--- src/rtl/serial_frame_rx.sv ---
// Asynchronous serial frame receiver: start bit, LSB-first data, optional even parity, stop bit.
// Samples each bit at mid-bit using a per-bit cycle counter on the synchronized line.
module serial_frame_rx #(
  parameter int unsigned DATA_W       = 8,
  parameter int unsigned CLKS_PER_BIT = 4,
  parameter int unsigned PARITY_EN    = 1
) (
  input  logic              clk,
  input  logic              rst,
  input  logic              d,
  output logic [DATA_W-1:0] data_out,
  output logic              valid,
  output logic              parity_err,
  output logic              frame_err,
  output logic              busy
);

  localparam int unsigned CNT_W = $clog2(CLKS_PER_BIT);
  localparam int unsigned IDX_W = $clog2(DATA_W);

  localparam logic [CNT_W-1:0] CNT_LAST = CNT_W'(CLKS_PER_BIT - 1);
  localparam logic [CNT_W-1:0] CNT_HALF = CNT_W'(CLKS_PER_BIT / 2 - 1);
  localparam logic [IDX_W-1:0] IDX_LAST = IDX_W'(DATA_W - 1);

  typedef enum logic [2:0] {
    StIdle,
    StStart,
    StData,
    StParity,
    StStop,
    StBreak
  } state_e;

  state_e            state;
  logic              d_meta;
  logic              ds;
  logic [CNT_W-1:0]  cnt;
  logic [IDX_W-1:0]  idx;
  logic [DATA_W-1:0] shreg;
  logic              par;
  // Blocks start detection until the line has been seen idle after reset.
  logic              armed;

  always_ff @(posedge clk or negedge rst) begin
    if (!rst) begin
      d_meta     <= 1'b1;
      ds         <= 1'b1;
      state      <= StIdle;
      cnt        <= '0;
      idx        <= '0;
      shreg      <= '0;
      par        <= 1'b0;
      armed      <= 1'b0;
      data_out   <= '0;
      valid      <= 1'b0;
      parity_err <= 1'b0;
      frame_err  <= 1'b0;
      busy       <= 1'b0;
    end else begin
      d_meta <= d;
      ds     <= d_meta;
      valid  <= 1'b0;

      unique case (state)
        StIdle: begin
          cnt <= '0;
          if (ds) begin
            armed <= 1'b1;
          end else if (armed) begin
            state <= StStart;
            busy  <= 1'b1;
          end
        end

        StStart: begin
          if (cnt == CNT_HALF) begin
            cnt <= '0;
            if (ds) begin
              // False start: the line went back high before mid-bit.
              state <= StIdle;
              busy  <= 1'b0;
            end else begin
              state <= StData;
              idx   <= '0;
              par   <= 1'b0;
            end
          end else begin
            cnt <= cnt + 1'b1;
          end
        end

        StData: begin
          if (cnt == CNT_LAST) begin
            cnt   <= '0;
            shreg <= {ds, shreg[DATA_W-1:1]};
            par   <= par ^ ds;
            if (idx == IDX_LAST) begin
              state <= (PARITY_EN != 0) ? StParity : StStop;
            end else begin
              idx <= idx + 1'b1;
            end
          end else begin
            cnt <= cnt + 1'b1;
          end
        end

        StParity: begin
          if (cnt == CNT_LAST) begin
            cnt   <= '0;
            par   <= par ^ ds;
            state <= StStop;
          end else begin
            cnt <= cnt + 1'b1;
          end
        end

        StStop: begin
          if (cnt == CNT_LAST) begin
            cnt        <= '0;
            valid      <= 1'b1;
            data_out   <= shreg;
            parity_err <= (PARITY_EN != 0) && par;
            frame_err  <= ~ds;
            if (ds) begin
              state <= StIdle;
              busy  <= 1'b0;
            end else begin
              state <= StBreak;
            end
          end else begin
            cnt <= cnt + 1'b1;
          end
        end

        StBreak: begin
          if (ds) begin
            state <= StIdle;
            busy  <= 1'b0;
          end
        end

        default: begin
          state <= StIdle;
          busy  <= 1'b0;
        end
      endcase
    end
  end

endmodule

--- config.mk ---
export PLATFORM = sky130hd
export DESIGN_NAME = serial_frame_rx
export DESIGN_NICKNAME = d
export VERILOG_FILES = /design/src/rtl/serial_frame_rx.sv
export SDC_FILE = /design/constraint.sdc
export NUM_CORES = 1
export LEC_CHECK = 0
export CAP_MARGIN = 20
export CORE_UTILIZATION = 37
export DETAILED_ROUTE_END_ITERATION = 7
export GPL_TIMING_DRIVEN = 0
export PLACE_DENSITY = 0.59
export SLEW_MARGIN = 20
export SYNTH_ARGS = -nofsm -noshare
export SYNTH_HDL_FRONTEND = slang
export SYNTH_SLANG_ARGS = --single-unit
--- constraint.sdc ---
create_clock -name clk -period 3.1 [get_ports clk]
set_input_delay 0.775 -clock clk [delete_from_list [all_inputs] [get_ports clk]]
set_output_delay 0.775 -clock clk [all_outputs]
set_load 0.005 [all_outputs]
-- Yosys cells after proc, flatten, opt, wreduce, memory -nomap -nowiden
Index checks and enable logic that the tools add are counted.
- register bits after elaboration: 32
- bits of input ports: 3
- output and inout port bits: 12
- add/sub/neg operators: 2
- eq/ne operators: 19
- muxes and demuxes: 31
- bitwise gates (word level): 3
- reductions and logical operators: 13
- operators with widths (kind ; count):
    two-way mux 3 bit ; 13
    != test 2 bit (second input constant) ; 10
    case mux 3 bit (6 select lines) ; 1
    two-way mux 1 bit ; 10
    AND reduction 5 bit ; 2
    equality test 3 bit (second input constant) ; 3
    AND reduction 8 bit ; 1
    equality test 3 x 2 -> 1 bit (second input constant) ; 2
    two-way mux 2 bit ; 3
    case mux 2 bit (3 select lines) ; 1
    case mux 3 bit (2 select lines) ; 1
    AND reduction 2 bit ; 3
    case mux 1 bit (5 select lines) ; 1
    AND reduction 4 bit ; 1
    nonzero test 2 bit ; 2
    adder 3 x 1 -> 3 bit (second input constant) ; 1
    equality test 3 x 1 -> 1 bit (second input constant) ; 1
    zero test 3 bit ; 1
    nonzero test 3 bit ; 1
    OR reduction 3 bit ; 1
    adder 2 x 1 -> 2 bit (second input constant) ; 1
    equality test 2 x 1 -> 1 bit (second input constant) ; 1
    equality test 2 bit (second input constant) ; 1
    != test 2 x 1 -> 1 bit (second input constant) ; 1
    other kinds (4) ; 5

-- Depth between registers and ports, before layout
Gate-level depths: netlist of the first run.
- depth after elaboration: 4
- depth in mapped cells: 6
- mapped depth without buffers: 6

-- Least setup slack after synthesis of the first run
OpenSTA, ideal clock, no wires.
- path kind: register to register
- start: register cnt[0]
- end: register idx[0]
- arrival time: 1.451 ns
- data required time: 2.975 ns
- path slack: 1.524 ns
- stages on the path, launching flop included: 7
- period minus slack after synthesis: 1.576 ns
- path through: dfrtp_1 ha_1 and4bb_1 buf_4 and2b_4 nor2_2 mux2_2
- longest elaborated chain between the ends: 3
- elaborated cells between the ends (all ways): 5
- classes of those cells: 4 x eq/ne; 1 x reduce/logical
- RTL lines (what ; RTL line ; RTL):
    from (decl) ; 37 ; logic [CNT_W-1:0] cnt;
    from (signal assigned) ; 88 ; cnt <= cnt + 1'b1;
    from (signal assigned) ; 103 ; cnt <= cnt + 1'b1;
    from (signal assigned) ; 113 ; cnt <= cnt + 1'b1;
    equality test 2 bit / equality test 2 x 1 -> 1 bit (equally long branches) ; 93, 76 ;
    != test 2 bit (no source line) ; - ;
    AND reduction 5 bit (no source line) * ; - ;
    to (signal assigned) ; 100 ; idx <= idx + 1'b1;
    to (decl) ; 38 ; logic [IDX_W-1:0] idx;
Every way passes the cells marked *; elsewhere a longest branch is shown, timed or not.
A chain may end at the register's enable or synchronous reset.

-- Final worst setup path of the first run
- start: register busy
- end: output busy
- RTL lines (what ; RTL line ; RTL):
    from (decl) ; 15 ; output logic busy
    from (signal assigned) ; 58 ; busy <= 1'b0;
    from (signal assigned) ; 71 ; busy <= 1'b1;
    from (signal assigned) ; 81 ; busy <= 1'b0;
No word-level cell between the ends.

==> results of run 1 <==
-- area by class of cell --
cell class              count  area (um^2)
flip-flops and latches     32        803.3
repair buffers             14        135.1
inverters                   6        22.52
well taps                  48        60.06
fillers                   357         1962
multi-input cells          98        600.6
plain buffers               5        25.02
clock inverters             2        35.03
clock buffers               6        72.57
-- kinds of logic (layout without fill, tap and decap cells) --
group,count (synthesis),in the layout,synth area share [%]
mux,10,10,7.673
buf+inv,11,33,3.276
flops,32,32,55.34
simple gates,62,62,20.09
compound gates,21,21,9.311
fa+ha+maj,5,5,4.310
-- cells in the mapped netlist (3+ instances only) --
library cell and instances:
nand2_1 40, dfrtp_1 30, mux2_2 9, a21oi_1 5
ha_1 5, inv_1 5, nor2_1 5, o21ai_0 5
nor2b_1 4, a22o_1 3, nand2b_1 3, o22ai_1 3
-- through the flow --
step | worst slack [ps] | std cells
floorplan | 1524 | 141
global placement | 633.7 | 203
detailed placement | 1369 | 203
CTS | 1143 | 211
global route | 1090 | 211
finish | 1162 | 211
-- worst register-to-register path: stages (launching register included) --
cell and delay [ps]:
dfrtp_1 410, ha_1 330, and4bb_1 230, buf_4 170
and2b_4 190, nor2_2 50, mux2_2 250
-- metal layers --
metal  vias to the layer above  track usage (%)
li1                        516                -
met1                       503            18.34
met4                         0            3.333
met3                         2            4.225
met5                         -                0
met2                        14            24.08
-- path summary, 6_finish.rpt --
check                       start      to  slack (ps)  cells past startpoint
min reg2reg                d_meta      ds         370                      0
max in group asynchronous     rst  idx[0]        2100                      1
max                          busy    busy        1160                      1
max reg2reg                cnt[0]  idx[0]        1350                      6
min in group asynchronous     rst  cnt[1]         550                      1
min                        d_meta      ds         370                      0
-- sequential cells by signal (all words and copies together), names as in the netlist --
name	flops
busy	1
par	1
shreg	8
data_out	8
ds	1
idx	3
armed	1
parity_err	1
frame_err	1
cnt	2
d_meta	1
valid	1
state	3
-- layout by cell type, fill, tap and decap left out, drive strengths merged --
cell type | synthesis | final
nand2 | 40 | 40
dfrtp | 30 | 30
clkdlybuf4s50 | 0 | 13
mux2 | 9 | 9
clkbuf | 2 | 8
nor2 | 6 | 6
inv | 5 | 5
a21oi | 5 | 5
o21ai | 5 | 5
ha | 5 | 5
nor2b | 4 | 4
buf | 3 | 4
nand2b | 3 | 3
o22ai | 3 | 3
a22o | 3 | 3
nand3 | 2 | 2
dfstp | 2 | 2
clkinv | 1 | 2
and2 | 1 | 1
nor3 | 1 | 1
or3b | 1 | 1
and4bb | 1 | 1
and2b | 1 | 1
nand4bb | 1 | 1
nor4b | 1 | 1
o211ai | 1 | 1
a21o | 1 | 1
a221oi | 1 | 1
mux2i | 1 | 1
a22oi | 1 | 1
a32oi | 1 | 1
bufinv | 0 | 1
-- power breakdown --
part	internal (uW)	switching, uW	leakage, uW
Sequential	485	60.6	0.000419
Combinational	171	200	0.000380
Clock	238	146	0.0000552
==> metrics.yaml, run 1 <==
status: "completed"
dp_hpwl_um: 1768
hold_viol_final: 0
initial_core_util_pct: 39.06
fin_tns_setup_ps: 0
synth-edff-count: 0
io_buffers: 14
syn_inst: 141
drt-wirelength-per-cell_um: 12.14
grt_use_total_pct: 14.42
max_stage_delay_ps: 510
syn_area_mm2: 0.001451
vdd_drop_max_uv: 383.5
cts_tree: "yes"
place_area_mm2: 0.001647
criticalPathCategory: "register to primary output"
maxCapViolCount: 0
async_flop_share_pct: 100.0
io_pins: 15
period_share_pct: 62.53
antenna_left: 0
grt_pass1_vias: 1043
synth.yosys.seq_area_share_pct: 55.34
synthFlopType: "dfrtp_1"
setup_viol: 0
netlist_top_cells_area: "dfrtp_1, nand2_1, mux2_2, ha_1, dfstp_2"
critical_path_arrival_ps: 1160
cts-resized-gates: 0
skew_ps: 8.082
die_y_um: 64.63
rsz0062_at_grt: "false"
num_rows: 22
viasPerCell: 4.905
wl_met2_um: 1198
post_cts_buffers: 0
p_total_uw: 1302
ys_ff_latch: 32
cts_root_buf: "clkbuf_8"
die_area_mm2: 0.004177
drc: 0
dr_wl_met3_um: 60
ys_types: 32
tightest_slew_ps: 700.5
cts_sinks: 32
p_leak_uw: 0.0008545
diodes: 0
gr-total-overflow: 0
cts_max_level: 2
wl_um: 2562
drt_first_pass_iters: 4
clk_pin_slew_ps: 70
clock.fmax_mhz: 515.9
drv_slew: 0
drt_iter0_markers: 73
synth_top_cell_area_share_pct: 51.72
synth_nets: 149
holdBufCountCts: 0
syn_to_final_growth_pct: 20.86
fin_util_pct: 47.21
clock_latency_ps: 270
yosysWarnings: 0
nets: 170
holdWs_ps: 368.2
synth_largest_area_cell: "dfrtp_1"
critPathCaptureType: "primary output"
clk_path_buf_depth: 2
m1WireLength_um: 1285
fin_crit_ps: 1938
drive_above_1_share_pct: 14.72
power_density_mw_per_mm2: 742.0
fp.dieW_um: 64.63
start_kind: "register"
numCtsBuffers: 5
antenna_found_initial: 0
coreArea_mm2: 0.003716
cp_num_buf_inv: 1
grt_pass1_wl_um: 4664
top_layer_used: "met4"
required_ps: 2320
hold_class: "register to register"
syn_area_per_cell_um2: 10.29
relSlewSlack_pct: 53.30
path_cells: "clkdlybuf4s50_1"
cp_top_family: "buffers and inverters"
vias: 1035
cpMaxStageDelayCell: "clkdlybuf4s50_1"
place_congestion: 0.8522
stdcell_area_mm2: 0.001754
critPathMaxFanout: 4
grt_max_degree: 33
(Power assumes the default switching activity.)
==> inputs of run 2 (changes only) <==
==> constraint.sdc (replaced) <==
create_clock -name clk -period 1.8 [get_ports clk]
set_input_delay 0.45 -clock clk [delete_from_list [all_inputs] [get_ports clk]]
set_output_delay 0.45 -clock clk [all_outputs]
set_load 0.005 [all_outputs]
==> run 2 against run 1 <==
Power increased by 73%. Clock-buffer cell count unchanged. Combinational power increased by 73%. Worst hold slack lost 150 ps. Largest cell class unchanged. Critical path depth grew 5. Utilization increased by 0.34 points. Clock power up 72%. Global-route usage stayed put. First-iteration DRC count shrank 4.1%.
==> metrics.yaml, run 2 (synthesis results as in run 1) <==
status: "completed"
drt-wirelength-per-cell_um: 12.16  # +0.16%
cts_max_level: 2  # unchanged
grt_use_total_pct: 14.42  # unchanged
coreArea_mm2: 0.003716  # unchanged
vdd_drop_max_uv: 660.5  # +72%
p_total_uw: 2255  # +73%
cts_tree: "yes"
post-place-ws_ps: 68.97  # -1300 ps
skew_ps: 8.082  # unchanged
num_rows: 22  # unchanged
cts_root_buf: "clkbuf_8"
antenna_found_initial: 0  # unchanged
place_congestion: 0.8522  # unchanged
drc: 0  # unchanged
setup_viol: 0  # unchanged
post_cts_buffers: 0  # unchanged
drive_above_1_share_pct: 15.34  # +0.61 points
grt_pass1_wl_um: 4664  # unchanged
fin_util_pct: 47.54  # +0.34 points
rsz0062_at_grt: "false"
critPathCaptureType: "register"
final_cell_mix: "nand2_1, dfrtp_1, clkdlybuf4s50_1"
period_share_pct: 91.43
nets: 170  # unchanged
fp.dieW_um: 64.63  # unchanged
p_sw_uw: 709.5  # +74%
critPathLaunch: "cnt[0]"
pwr-share-seq_pct: 42.0  # about the same
io_buffers: 14  # unchanged
r2r-start: "cnt[0]"
dp_hpwl_um: 1768  # unchanged
antenna_left: 0  # unchanged
power_density_mw_per_mm2: 1276  # +72%
cts_sinks: 32  # unchanged
comb_power_share_pct: 28.6  # about the same
initial_core_util_pct: 39.06  # unchanged
numCtsBuffers: 5  # unchanged
hold_viol_final: 0  # unchanged
criticalPathCategory: "register to register"
path_cells: "ha_4 -> and4bb_1 -> buf_4 -> and2b_4 -> nor2_2 -> mux2_2"
drt_iter0_markers: 70  # -4.1%
layout_commonest_cell: "nand2_1"
clk_path_buf_depth: 2  # unchanged
io_pins: 15  # unchanged
clk_pin_slew_ps: 70  # about the same
reg_top3: "data_out: 8 flops, shreg: 8 flops"
grt_max_degree: 33  # unchanged
cts-resized-gates: 0  # unchanged
drv_slew: 0  # unchanged
netSwitchingFraction_pct: 31.47  # +0.17 points
power.share.clock_pct: 29.4  # -0.2 points
max_stage_delay_ps: 450  # -60 ps
fin_tns_setup_ps: 0  # unchanged
timing.final.ws_setup_ps: 154.3  # -1007 ps
drt_first_pass_iters: 4  # unchanged
clock_latency_ps: 270  # about the same
clock.fmax_mhz: 607.6
cpMaxStageDelayCell: "dfrtp_1"
viasPerCell: 4.896  # -0.19%
diodes: 0  # unchanged
p_leak_uw: 0.0008533  # -0.14%
syn_to_final_growth_pct: 21.72
wl_um: 2566  # +0.16%
die_y_um: 64.63  # unchanged
fin_crit_ps: 1646
hold_class: "input port to asynchronous set/reset pin"
gr-total-overflow: 0  # unchanged
required_ps: 1950  # -370 ps
grt_pass1_vias: 1043  # unchanged
vias: 1033  # -0.19%
holdBufCountCts: 0  # unchanged
internal_power_uw: 1545  # +73%
relSlewSlack_pct: 53.30  # about the same
die_area_mm2: 0.004177  # unchanged
start_kind: "register"
critPathMaxFanout: 9  # +5
maxCapViolCount: 0  # unchanged
cp_top_family: "flip-flops"
tightest_slew_ps: 700.5  # -0.02164 ps
cp_num_buf_inv: 1  # unchanged
critical_path_arrival_ps: 1800  # +640 ps
[run 2: cell counts in the layout (fill, tap and decap cells not counted)]
Identical to the previous run, type by type.
[run 2: power groups by stage]
| stage | combinational, uW | clock, uW | sequential, uW |
|---|---|---|---|
| floorplan | 489 | 0 | 924 |
| global placement | 609 | 0 | 942 |
| detailed placement | 631 | 0 | 954 |
| CTS | 639 | 688 | 940 |
| global route | 734 | 717 | 971 |
| finish | 645 | 663 | 947 |
[run 2: metrics by stage]
stage               hold WS [ps]  area, um^2  cells
floorplan                  154.4        1451    141
global placement           346.8        1652    203
detailed placement         349.0        1647    203
CTS                        249.8        1754    211
global route               281.4        1767    211
finish                     222.8        1767    211
[run 2: final cells by class]
class | instances | area [um^2]
multi-input combinational | 98 | 613.1
clock buffer | 6 | 72.57
tap | 48 | 60.06
sequential | 32 | 803.3
fill | 355 | 1949
inverter | 6 | 22.52
clock inverter | 2 | 35.03
buffer | 5 | 25.02
timing repair buffer | 14 | 135.1
[run 2: path summary, 6_finish.rpt]
| path | slack, ps | end | depth (start not counted) |
|---|---|---|---|
| worst min-delay path | 220 | cnt[1] | 1 |
| worst max-delay path | 150 | idx[0] | 6 |
| min in group clk | 370 | ds | 0 |
| max in group asynchronous | 1120 | idx[0] | 1 |
| worst min register to register | 370 | ds | 0 |
| worst max register to register | 150 | idx[0] | 6 |
[run 2: per-layer routing]
metal,wire (um),vias to the layer above,global-route usage [%]
li1,-,515,-
met1,1279,502,18.34
met2,1207,14,24.08
met3,60,2,4.225
met4,18,0,3.333
met5,0,-,0
==> inputs of run 3 (changes only) <==
--- a/config.mk
+++ b/config.mk
@@ -9,7 +9,7 @@
 export CORE_UTILIZATION = 37
 export DETAILED_ROUTE_END_ITERATION = 7
 export GPL_TIMING_DRIVEN = 0
-export PLACE_DENSITY = 0.59
+export PLACE_DENSITY = 0.61
 export SLEW_MARGIN = 20
 export SYNTH_ARGS = -nofsm -noshare
 export SYNTH_HDL_FRONTEND = slang
==> constraint.sdc (replaced) <==
create_clock -name clk -period 1.5 [get_ports clk]
set_input_delay 0.375 -clock clk [delete_from_list [all_inputs] [get_ports clk]]
set_output_delay 0.375 -clock clk [all_outputs]
set_load 0.005 [all_outputs]
==> run 3 against run 2 <==
First-iteration DRC count fell by 43%. Sequential cell count is the same. Routed wire length up 9.0%. Highest routed layer unchanged. Largest power group unchanged. The run now ends with setup timing left. Clock-buffer cell count unchanged. Non-clock buffer count up 7. Cell area increased by 5.0%.
==> metrics.yaml, run 3 (synthesis results as in run 1) <==
status: "complete, but fails checks"
failed_checks: "setup timing"
vdd_drop_max_uv: 715.9  # +8.4%
clock_latency_ps: 280  # about the same
grt_use_total_pct: 15.29  # +0.87 points
drive_above_1_share_pct: 25.73  # +10 points
p_sw_uw: 897.0  # +26%
reg_top3: "data_out: 8 flops, shreg: 8 flops"
nets: 178  # +4.7%
timing.final.ws_setup_ps: -16.44  # -170.7 ps
cts_root_buf: "clkbuf_8"
antenna_found_initial: 0  # unchanged
relSlewSlack_pct: 53.72  # +0.42 points
criticalPathCategory: "register to register"
critPathLaunch: "cnt[1]"
cpMaxStageDelayCell: "dfrtp_2"
critPathCaptureType: "register"
maxCapViolCount: 0  # unchanged
period_share_pct: 101.1  # +9.7 points
drv_slew: 0  # unchanged
drt_first_pass_iters: 4  # unchanged
cts_sinks: 32  # unchanged
fin_tns_setup_ps: -16.44  # -16.44 ps
num_rows: 22  # unchanged
gr-total-overflow: 0  # unchanged
wl_um: 2798  # +9.0%
pwr-share-seq_pct: 42.1  # about the same
comb_power_share_pct: 33.4  # +4.8 points
grt_pass1_vias: 1022  # -2.0%
drc: 0  # unchanged
io_buffers: 14  # unchanged
numCtsBuffers: 5  # unchanged
grt_max_degree: 33  # unchanged
initial_core_util_pct: 39.06  # unchanged
netSwitchingFraction_pct: 33.12  # +1.7 points
skew_ps: 6.990  # -1.092 ps
clk_pin_slew_ps: 70  # about the same
p_leak_uw: 0.0009734  # +14%
start_kind: "register"
diodes: 0  # unchanged
final_cell_mix: "nand2_1, dfrtp_1, dlygate4sd2_1"
dp_hpwl_um: 1873  # +6.0%
critical_path_arrival_ps: 1680  # -120 ps
antenna_left: 0  # unchanged
hold_viol_final: 0  # unchanged
clock.fmax_mhz: 659.4  # +8.5%
vias: 1052  # +1.8%
rsz0062_at_grt: "true"
hold_class: "input port to asynchronous set/reset pin"
clk_path_buf_depth: 2  # unchanged
coreArea_mm2: 0.003716  # unchanged
layout_commonest_cell: "nand2_1"
post-place-ws_ps: -126.5  # -195.4 ps
critPathMaxFanout: 4  # -5
die_area_mm2: 0.004177  # unchanged
place_congestion: 0.8153  # -4.3%
tightest_slew_ps: 694.2  # -6.284 ps
drt-wirelength-per-cell_um: 12.78  # +5.1%
drt_iter0_markers: 40  # -43%
holdBufCountCts: 0  # unchanged
power_density_mw_per_mm2: 1460  # +14%
grt_pass1_wl_um: 4754  # +1.9%
required_ps: 1660  # -290 ps
io_pins: 15  # unchanged
cts_max_level: 2  # unchanged
power.share.clock_pct: 24.4  # -5.0 points
path_cells: "inv_1 -> ha_2 -> nand4bb_1 -> nor2_2 -> nor2_4 -> mux2_4"
setup_viol: 1  # +1
viasPerCell: 4.804  # -1.9%
fp.dieW_um: 64.63  # unchanged
syn_to_final_growth_pct: 27.84
die_y_um: 64.63  # unchanged
max_stage_delay_ps: 440  # about the same
r2r-start: "cnt[1]"
cts_tree: "yes"
internal_power_uw: 1811  # +17%
fin_crit_ps: 1516  # -129.3 ps
[run 3: changes by cell type in the layout (fill, tap and decap cells not counted), sizes merged]
cell	before	now
buf	4	11
bufinv	1	0
clkdlybuf4s50	13	1
clkinvlp	0	2
dlygate4sd2	0	10
dlymetal6s2s	0	2
[run 3: repair_timing]
item / 4_1_cts / 5_1_grt
endpoints found under the setup margin: 24 / 28
gates resized for setup: 12 / 18
pin swaps: 3 / 5
cloned: 0 / 1
buffers inserted: 8 / 0
[run 3: routing by layer]
layer / track usage [%] / up-vias / wire (um)
met5: 0 / - / 0
met4: 5.278 / 0 / 18
met3: 7.042 / 2 / 111
met2: 23.42 / 14 / 1327
met1: 18.92 / 501 / 1340
li1: - / 535 / -
[run 3: power groups by stage]
| stage | Clock [uW] | Sequential, uW | Combinational [uW] |
|---|---|---|---|
| after CTS | 683 | 1130 | 856 |
| final | 661 | 1140 | 906 |
| after detailed placement | 0 | 1150 | 767 |
| after global placement | 0 | 1140 | 734 |
| after global routing | 727 | 1160 | 1020 |
| after floorplan | 0 | 1120 | 594 |
[run 3: area by class of cell]
cell class,count,area [um^2]
inverter,6,26.28
clock buffer,6,82.58
sequential,32,804.5
timing repair buffer,22,200.2
clock inverter,2,10.01
multi-input combinational,98,644.4
fill,358,1861
tap,48,60.06
timing repair inverter,1,7.507
buffer,4,20.02
[run 3: metrics by stage]
| step | cells | total power [uW] | hold slack (ps) | instance area, um^2 | util [%] |
|---|---|---|---|---|---|
| 2_1_floorplan | 141 | 1712 | 79.41 | 1468 | - |
| 3_3_place_gp | 203 | 1870 | 347.7 | 1668 | 44.88 |
| 3_5_place_dp | 203 | 1920 | 348.7 | 1663 | 44.75 |
| 4_1_cts | 219 | 2668 | 160.9 | 1821 | 48.99 |
| 5_1_grt | 219 | 2910 | 179.2 | 1856 | 49.93 |
| 6_report | 219 | 2708 | 135.9 | 1856 | 49.93 |
[run 3: worst max-delay path: cells and delay by family, from the launching register on]
kind	cells	cell delay, ps
multiplexers	1	260
flip-flops	1	440
buffers and inverters	1	70
adder cells (fa/ha/maj)	1	190
AND/OR/NAND/NOR	3	450
[run 3: worst paths after layout]
kind	end	slack [ps]	cells past startpoint
worst max register to register	idx[0]	-20	6
worst min-delay path	armed	140	1
max in group asynchronous	cnt[1]	870	1
min in group clk	ds	360	0
worst min register to register	ds	360	0
worst max-delay path	idx[0]	-20	6
